<file path="src/rtl/cube_scan_sequencer_if.sv">
// Bus bundle between the scan sequencer, its pattern ROM and the shift-out stage.
// The master side is the sequencer. It drives ROM reads and presents row words.
interface cube_scan_sequencer_if #(
  parameter int DATA_WIDTH = 8,
  parameter int ADDR_WIDTH = 9,
  parameter int ROW_BYTES  = 7
);
  logic                            mem_rd_en;
  logic [ADDR_WIDTH-1:0]           mem_addr;
  logic [DATA_WIDTH-1:0]           mem_data;
  logic                            out_valid;
  logic                            out_ready;
  logic [DATA_WIDTH*ROW_BYTES-1:0] out_row_data;
  logic [DATA_WIDTH-1:0]           out_plane_sel;
  logic [1:0]                      out_color;

  modport master (
    output mem_rd_en, mem_addr, out_valid, out_row_data, out_plane_sel, out_color,
    input  mem_data, out_ready
  );

  modport slave (
    input  mem_rd_en, mem_addr, out_valid, out_row_data, out_plane_sel, out_color,
    output mem_data, out_ready
  );
endinterface

</file>
<file path="src/rtl/cube_scan_sequencer.sv">
// Cube scan sequencer. On each accepted scan tick it reads one plane/colour row set
// from the synchronous pattern ROM and assembles it into one wide word. It then offers
// the word downstream over valid/ready and advances the plane/colour counters on transfer.
module cube_scan_sequencer #(
  parameter int PLANES     = 7,
  parameter int COLORS     = 3,
  parameter int ROW_BYTES  = 7,
  parameter int DATA_WIDTH = 8,
  parameter int ADDR_WIDTH = 9
) (
  input  logic                  master_clk,
  input  logic                  reset,
  input  logic                  scan_tick,
  input  logic                  enable,
  cube_scan_sequencer_if.master bus,
  output logic                  frame_done,
  output logic                  overrun
);
  localparam int PW = (PLANES > 1) ? $clog2(PLANES) : 1;
  localparam int IW = (ROW_BYTES > 1) ? $clog2(ROW_BYTES) : 1;

  typedef enum logic [1:0] {IDLE, FETCH, DRAIN, PRESENT} state_t;

  state_t                                state, state_nxt;
  logic [PW-1:0]                         plane;
  logic [1:0]                            colour;
  logic [IW-1:0]                         byte_idx, cap_idx;
  logic                                  cap_vld;
  logic                                  rd_en_q;
  logic [ADDR_WIDTH-1:0]                 addr_q, base_addr;
  logic [ROW_BYTES-1:0][DATA_WIDTH-1:0]  row_q;
  logic [DATA_WIDTH-1:0]                 plane_sel_q;
  logic [1:0]                            color_q;
  logic                                  start, xfer, last_idx, last_item;

  assign bus.mem_rd_en     = rd_en_q;
  assign bus.mem_addr      = addr_q;
  assign bus.out_valid     = (state == PRESENT);
  assign bus.out_row_data  = row_q;
  assign bus.out_plane_sel = plane_sel_q;
  assign bus.out_color     = color_q;

  assign start     = (state == IDLE) && scan_tick && enable;
  assign xfer      = (state == PRESENT) && bus.out_ready;
  assign last_idx  = (byte_idx == IW'(ROW_BYTES - 1));
  assign last_item = (plane == PW'(PLANES - 1)) && (colour == 2'(COLORS - 1));
  assign base_addr = (ADDR_WIDTH'(plane) * ADDR_WIDTH'(COLORS) + ADDR_WIDTH'(colour))
                     * ADDR_WIDTH'(ROW_BYTES);

  // State register
  always_ff @(posedge master_clk or posedge reset) begin
    if (reset) state <= IDLE;
    else       state <= state_nxt;
  end

  // Next-state: fetch ROW_BYTES addresses, one drain cycle for the ROM latency, then hold until accepted
  always_comb begin
    state_nxt = state;
    case (state)
      IDLE:    if (start)         state_nxt = FETCH;
      FETCH:   if (last_idx)      state_nxt = DRAIN;
      DRAIN:                      state_nxt = PRESENT;
      PRESENT: if (bus.out_ready) state_nxt = IDLE;
      default:                    state_nxt = IDLE;
    endcase
  end

  // Datapath: ROM addressing, byte capture one cycle behind the address, tags, counters, flags
  always_ff @(posedge master_clk or posedge reset) begin
    if (reset) begin
      rd_en_q     <= 1'b0;
      addr_q      <= '0;
      byte_idx    <= '0;
      cap_vld     <= 1'b0;
      cap_idx     <= '0;
      row_q       <= '0;
      plane_sel_q <= '0;
      color_q     <= '0;
      plane       <= '0;
      colour      <= '0;
      frame_done  <= 1'b0;
      overrun     <= 1'b0;
    end else begin
      // ROM data for the address issued last cycle is on mem_data now
      cap_vld <= rd_en_q;
      cap_idx <= byte_idx;
      if (cap_vld) row_q[cap_idx] <= bus.mem_data;

      if (start) begin
        rd_en_q     <= 1'b1;
        addr_q      <= base_addr;
        byte_idx    <= '0;
        plane_sel_q <= DATA_WIDTH'(1) << plane;
        color_q     <= colour;
      end else if (state == FETCH) begin
        if (last_idx) begin
          rd_en_q <= 1'b0;
        end else begin
          byte_idx <= byte_idx + 1'b1;
          addr_q   <= addr_q + 1'b1;
        end
      end

      frame_done <= xfer && last_item;
      if (xfer) begin
        if (colour == 2'(COLORS - 1)) begin
          colour <= '0;
          plane  <= (plane == PW'(PLANES - 1)) ? '0 : plane + 1'b1;
        end else begin
          colour <= colour + 1'b1;
        end
      end

      // Any tick outside IDLE is lost; includes the tick coinciding with the transfer edge
      if (scan_tick && (state != IDLE)) overrun <= 1'b1;
    end
  end
endmodule

</file>
<file path="src/flat_wrapper.sv">
// flat-port wrapper written by rule: the top's interface ports become plain ports
module cube_scan_sequencer_flat 
#(
  parameter int PLANES     = 7,
  parameter int COLORS     = 3,
  parameter int ROW_BYTES  = 7,
  parameter int DATA_WIDTH = 8,
  parameter int ADDR_WIDTH = 9
)
  (master_clk, reset, scan_tick, enable, frame_done, overrun, bus_mem_rd_en, bus_mem_addr, bus_out_valid, bus_out_row_data, bus_out_plane_sel, bus_out_color, bus_mem_data, bus_out_ready);
  cube_scan_sequencer_if #(.DATA_WIDTH(DATA_WIDTH), .ADDR_WIDTH(ADDR_WIDTH), .ROW_BYTES(ROW_BYTES)) bus_i ();
  input  logic master_clk;
  input  logic reset;
  input  logic scan_tick;
  input  logic enable;
  output logic frame_done;
  output logic overrun;
  output wire logic [$bits(bus_i.mem_rd_en)-1:0] bus_mem_rd_en;
  output wire logic [$bits(bus_i.mem_addr)-1:0] bus_mem_addr;
  output wire logic [$bits(bus_i.out_valid)-1:0] bus_out_valid;
  output wire logic [$bits(bus_i.out_row_data)-1:0] bus_out_row_data;
  output wire logic [$bits(bus_i.out_plane_sel)-1:0] bus_out_plane_sel;
  output wire logic [$bits(bus_i.out_color)-1:0] bus_out_color;
  input wire logic [$bits(bus_i.mem_data)-1:0] bus_mem_data;
  input wire logic [$bits(bus_i.out_ready)-1:0] bus_out_ready;
  assign bus_mem_rd_en = bus_i.mem_rd_en;
  assign bus_mem_addr = bus_i.mem_addr;
  assign bus_out_valid = bus_i.out_valid;
  assign bus_out_row_data = bus_i.out_row_data;
  assign bus_out_plane_sel = bus_i.out_plane_sel;
  assign bus_out_color = bus_i.out_color;
  assign bus_i.mem_data = bus_mem_data;
  assign bus_i.out_ready = bus_out_ready;
  cube_scan_sequencer #(.PLANES(PLANES), .COLORS(COLORS), .ROW_BYTES(ROW_BYTES), .DATA_WIDTH(DATA_WIDTH), .ADDR_WIDTH(ADDR_WIDTH)) u_core (.master_clk(master_clk), .reset(reset), .scan_tick(scan_tick), .enable(enable), .bus(bus_i), .frame_done(frame_done), .overrun(overrun));
endmodule
</file>
<file path="config.mk">
export PLATFORM = sky130hd
export DESIGN_NAME = cube_scan_sequencer_flat
export DESIGN_NICKNAME = d
export VERILOG_FILES = /design/src/rtl/cube_scan_sequencer_if.sv /design/src/rtl/cube_scan_sequencer.sv /design/src/flat_wrapper.sv
export SDC_FILE = /design/constraint.sdc
export NUM_CORES = 1
export LEC_CHECK = 0
export ABC_CLOCK_PERIOD_IN_PS = 7300
export CAP_MARGIN = 25
export CORE_UTILIZATION = 45
export DETAILED_ROUTE_END_ITERATION = 8
export GPL_ROUTABILITY_DRIVEN = 0
export PLACE_DENSITY = 0.71
export SLEW_MARGIN = 20
export SYNTH_ARGS = -nofsm -noshare
export SYNTH_HDL_FRONTEND = slang
export SYNTH_SLANG_ARGS = --single-unit
</file>
<file path="constraint.sdc">
create_clock -name master_clk -period 7.3 [get_ports master_clk]
set_input_delay 1.46 -clock master_clk [delete_from_list [all_inputs] [get_ports master_clk]]
set_output_delay 1.46 -clock master_clk [all_outputs]
set_load 0.02 [all_outputs]
</file>
=== After elaboration in Yosys (flattened, before gate mapping) ===
Cells that the tools add are included.

* Register bits: 92
* Input port bits: 13
* Output and inout bits: 79
* Logic and storage cells: 72

* Add/subtract/negate cells: 5
* Multipliers: 2
* $lt $le $gt $ge: 2
* Equality and inequality tests: 10
* Shift-type cells: 1
* Mux-type cells: 18
* Reductions and logical operators: 15

{| class="wikitable"
|+ Operators by type and width
! kind !! number
|-
| bitwise mux 56 bit || 1
|-
| two-way mux 9 bit || 3
|-
| demux 8 bit (select 3 bit) || 1
|-
| two-way mux 3 bit || 4
|-
| adder 9 x 1 -> 9 bit, second input constant || 1
|-
| multiplier 9 x 3 -> 9 bit, second input constant || 1
|-
| two-way mux 2 bit || 4
|-
| two-way mux 8 bit || 1
|-
| inequality test 2 x 1 -> 1 bit, second input constant || 4
|-
| case mux 2 bit (4 select lines) || 1
|-
| left shift 1 x 3 -> 8 bit, first input constant || 1
|-
| logical AND 1 bit || 7
|-
| adder 3 x 1 -> 3 bit, second input constant || 2
|-
| adder 5 x 2 -> 6 bit || 1
|-
| == test 2 bit, second input constant || 3
|-
| == test 3 bit, second input constant || 2
|-
| AND reduction 2 bit || 3
|-
| nonzero test 2 bit || 3
|-
| multiplier 3 x 2 -> 5 bit, second input constant || 1
|-
| < comparator 3 x 4 -> 1 bit, second input constant || 1
|-
| >= comparator 3 x 1 -> 1 bit, second input constant || 1
|-
| two-way mux 1 bit || 3
|-
| AND reduction 3 bit || 1
|-
| adder 2 x 1 -> 2 bit, second input constant || 1
|-
| 2 further kinds || 2
|}

=== Depth between registers and ports, before layout ===
* Depth after elaboration: 5
* Mapped depth: 14
* Depth with buffers taken out: 14

=== Worst setup path after synthesis ===
No wires, ideal clock.

* Path kind: flip-flop to flip-flop
* Start: reg u_core.colour[1]
* End: reg u_core.addr_q[6], in the netlist u_core.bus.mem_addr[6]
* Setup time: 0.134 ns
* Arrival: 3.434 ns
* Path slack: 3.732 ns
* Stages on the path, launching flop included: 13
* Path buffers: 0
* Path through: dfrtp_1 -> fa_1 -> ha_1 -> fa_1 -> xor2_1 -> inv_1 -> fa_1 -> inv_1 -> fa_1 -> a21o_1 -> a21oi_1 -> xor2_1 -> mux2i_1

* Longest elaborated chain between the ends: 3

{| class="wikitable"
|+ RTL lines
! element !! line !! source
|-
| start, declared || cube_scan_sequencer.sv:26 || <nowiki>logic [1:0] colour;</nowiki>
|-
| start signal, assigned || cube_scan_sequencer.sv:110 || <nowiki>colour <= colour + 1'b1;</nowiki>
|-
| adder 5 x 2 -> 6 bit || cube_scan_sequencer.sv:47 || <nowiki>assign base_addr = (ADDR_WIDTH'(plane) * ADDR_WIDTH'(COLORS) + ADDR_WIDTH'(colour))</nowiki>
|-
| multiplier 9 x 3 -> 9 bit || cube_scan_sequencer.sv:48 || <nowiki>* ADDR_WIDTH'(ROW_BYTES);</nowiki>
|-
| two-way mux 9 bit || cube_scan_sequencer.sv:89 || <nowiki>if (start) begin</nowiki>
|-
| end signal, assigned || cube_scan_sequencer.sv:91 || <nowiki>addr_q <= base_addr;</nowiki>
|-
| end signal, assigned || cube_scan_sequencer.sv:100 || <nowiki>addr_q <= addr_q + 1'b1;</nowiki>
|-
| end, declared || cube_scan_sequencer.sv:30 || <nowiki>logic [ADDR_WIDTH-1:0] addr_q, base_addr;</nowiki>
|}

Every way passes these cells.
A chain may end at the register's enable or synchronous reset.

=== Final worst setup path ===
Ends and elaborated chain as after synthesis.

==> flow_metrics.tcl <==
set metrics [dict create \
    synth_most_common_cell "dfrtp_1" \
    async_flop_share 1.00 \
    drt_iter0_markers 35 \
    cts_sinks 92 \
    htree_levels 3 \
    critPathBufInv 2 \
    detail_route.wl_per_cell_microns 16.4 \
    worst_slack_ns 3.46 \
    fin_hold_ws_ns 0.416 \
    netSwitchingPower_mw 1.07 \
    outcome "finished clean" \
    die-area_sq_um 9770 \
    clockPowerShare 0.137 \
    seq_area_frac_synth 0.546 \
    rows 34 \
    crit_slowest_cell "fa_1" \
    hp-start "u_core.bus.mem_rd_en" \
    seqPwrFrac 0.332 \
    synthTopCellsByArea "dfrtp_1 (55%), mux2_2 (15%), ha_1 (7.4%), nand2_1 (4.1%), fa_1 (2.4%)" \
    numCtsBuffers 9 \
    synthesis.area_sq_um 4220 \
    antenna_left 0 \
    synthCells 334 \
    hpwl_microns 6400 \
    grt_pass1_vias 2920 \
    finalPower_mw 2.69 \
    pwr-share-comb 0.531 \
    post-route-period-util 0.526 \
    cts-root-buf "clkbuf_8" \
    layout_min_cycle_time_ns 3.84 \
    synthTopCellsByCount "dfrtp_1 (92), mux2_2 (56), nand2_1 (46)" \
    critPathKind "flop to flop" \
    grtUsageTotal 0.197 \
    cp-end-kind "flop" \
    reg2reg_slack_ns 3.46 \
    place_ws_ns 3.49 \
    drive_above_1_share 0.186 \
    worstSkewPairLatency_ns 0.37 \
    path_common_cell "fa_1" \
    post_cts_buffers 0 \
    finalHoldViolations 0 \
    powerDensity_nw_per_um2 491 \
    syn_nets 377 \
    antenna_cells 0 \
    drc 0 \
    viasPerCell 5.22 \
    antenna_found_initial 0 \
    holdCritPathClass "flop to flop" \
    grt_start_max_net_pins 56 \
    intPower_mw 1.61 \
    ios 92 \
    design.core.area_sq_um 8890 \
    syn_avg_cell_area_sq_um 12.6 \
    synth-seq-cells 92 \
    cts_tree "built" \
    overflow 0 \
    leakagePower_nw 2.49 \
    path_delay_family "adder cells" \
    irDropWorstVdd_uv 296 \
    dieWidth_microns 98.8 \
    synth_top_cell_by_area "dfrtp_1" \
    yosys.area.top_type_share 0.546 \
    start_util 0.475 \
    min_path_cells 0 \
    tightest_slew_ns 0.815 \
    synth-edff-count 0 \
    critPathMaxStageDelay_ns 0.56 \
    fp.dieH_microns 98.8 \
    routed_wirelength_microns 8910 \
    design_area_sq_um 5470 \
    synth_cell_types 34 \
    max_freq_mhz 260 \
    ctsHoldBuffers 0 \
    io_buffers 91 \
    worstPathRequired_ns 7.51 \
    tns_ns 0 \
    reg2reg_depth 12 \
    vias 2840 \
    relSlewSlack 0.455 \
    r2r_start "u_core.colour[1]" \
    dr.pass1.iters 5 \
    syn_to_final_growth_pct 29.6 \
    rsz0062_at_grt "no" \
    finalNetCount 474 \
    post-route-util 0.615 \
    postPlaceCellArea_sq_um 5250 \
    timing.rr.end "u_core.bus.mem_addr[6]" \
    clk_pin_slew_worst_paths_ns 0.10 \
    crit_arrival_ns 4.05 \
    start_kind "flop" \
    yosysWarnings 0 \
    dp_cells 528 \
    cts-resized-gates 0 \
    path_max_fanout 6 \
    swShare 0.399 \
    grt_pass1_wl_microns 14800 \
    hold_path_end "u_core.cap_vld" \
    synth_top_flop_cell "dfrtp_1" \
    fin_cells 544 \
    fill_cells 742 \
    fin_skew_ns 0.00904 \
    setup_viol 0 \
    drv_cap 0 \
    path_cells "fa_1 > ha_1 > fa_1 > xor2_1 > inv_1 > fa_1 > inv_1 > fa_1 > a21o_1 > a21oi_1 > xor2_1 > mux2i_1" \
    clockBufferDepth 2 \
    report.final.slew_viol_count 0 \
]
[how the worst max path moves through the flow]
stage	start	end	slack, ns	cells past startpoint
final	u_core.colour[1]	u_core.bus.mem_addr[6]	3.46	12
after global routing	u_core.colour[1]	u_core.bus.mem_addr[6]	3.19	12
after CTS	u_core.colour[1]	u_core.bus.mem_addr[6]	3.47	12
after detailed placement	u_core.colour[1]	u_core.bus.mem_addr[6]	3.49	12
after global placement	u_core.colour[1]	u_core.bus.mem_addr[6]	3.60	12
after floorplan	reset	u_core.bus.mem_addr[0]	3.45	1
[cells in the final DEF (no fill, tap or decap), drive strengths merged, types with 4 or more instances in the layout]
| cell type | Yosys | routed |
|---|---|---|
| nand4b | 4 | 4 |
| ha | 25 | 25 |
| clkdlybuf4s50 | 0 | 91 |
| nand2 | 46 | 46 |
| dfrtp | 92 | 92 |
| clkbuf | 4 | 9 |
| o21ai | 19 | 19 |
| mux2 | 56 | 56 |
| nand3 | 8 | 8 |
| nor2 | 9 | 9 |
| xor2 | 11 | 11 |
| fa | 5 | 5 |
| a21o | 7 | 7 |
| inv | 15 | 18 |
[power by group through the flow]
| stage | Combinational, mW | Sequential, mW | Clock, mW |
|---|---|---|---|
| final | 1.43 | 0.892 | 0.368 |
| after global routing | 1.54 | 0.932 | 0.401 |
| after CTS | 1.44 | 0.895 | 0.381 |
| after detailed placement | 1.44 | 0.906 | 0 |
| after global placement | 1.40 | 0.895 | 0 |
| after floorplan | 0.639 | 1.11 | 0 |
[layout make-up]
type	instances	area (sq um)	share of cell area
Clock buffer	9	124	0.0227
Clock inverter	7	92.6	0.0169
Inverter	15	57.6	0.0105
Multi-Input combinational cell	220	1830	0.335
Sequential cell	92	2300	0.421
Tap cell	108	135	0.0247
Timing Repair Buffer	93	926	0.169
[worst register-to-register path, stage by stage (launching register included)]
cell and delay (ns):
dfrtp_1 0.46, fa_1 0.50, ha_1 0.25, fa_1 0.42, xor2_1 0.23, inv_1 0.13
fa_1 0.56, inv_1 0.07, fa_1 0.46, a21o_1 0.17, a21oi_1 0.18, xor2_1 0.17
mux2i_1 0.09
[flip-flops by register name, summed over array words and instances, names as in the netlist]
| name | flops |
|---|---|
| u_core.cap_idx | 3 |
| u_core.bus.out_row_data | 56 |
| u_core.cap_vld | 1 |
| u_core.frame_done | 1 |
| u_core.overrun | 1 |
| u_core.colour | 2 |
| u_core.plane | 3 |
| u_core.bus.out_color | 2 |
| u_core.bus.mem_rd_en | 1 |
| u_core.byte_idx | 3 |
| u_core.state | 2 |
| u_core.bus.mem_addr | 9 |
| u_core.bus.out_plane_sel | 8 |
[layer usage]
layer  wire length, microns  vias to the layer above  track usage
met3                    418                       14       0.0348
met2                   4200                       83        0.322
met4                    134                        0       0.0700
met5                      0                        -            0
li1                       -                     1339            -
met1                   4160                     1404        0.266
[logic make-up (layout without fill, tap and decap cells)]
kind of cell	count (synthesis)	after routing	synth area share
multiplexers	57	57	0.152
XOR/XNOR	13	13	0.0270
adder cells (fa/ha/maj)	30	30	0.0979
AO/OA/AOI/OAI	39	39	0.0569
flip-flops	92	92	0.546
buffers and inverters	22	124	0.0205
AND/OR/NAND/NOR	81	81	0.100
Power figures use the tool's default switching activity.
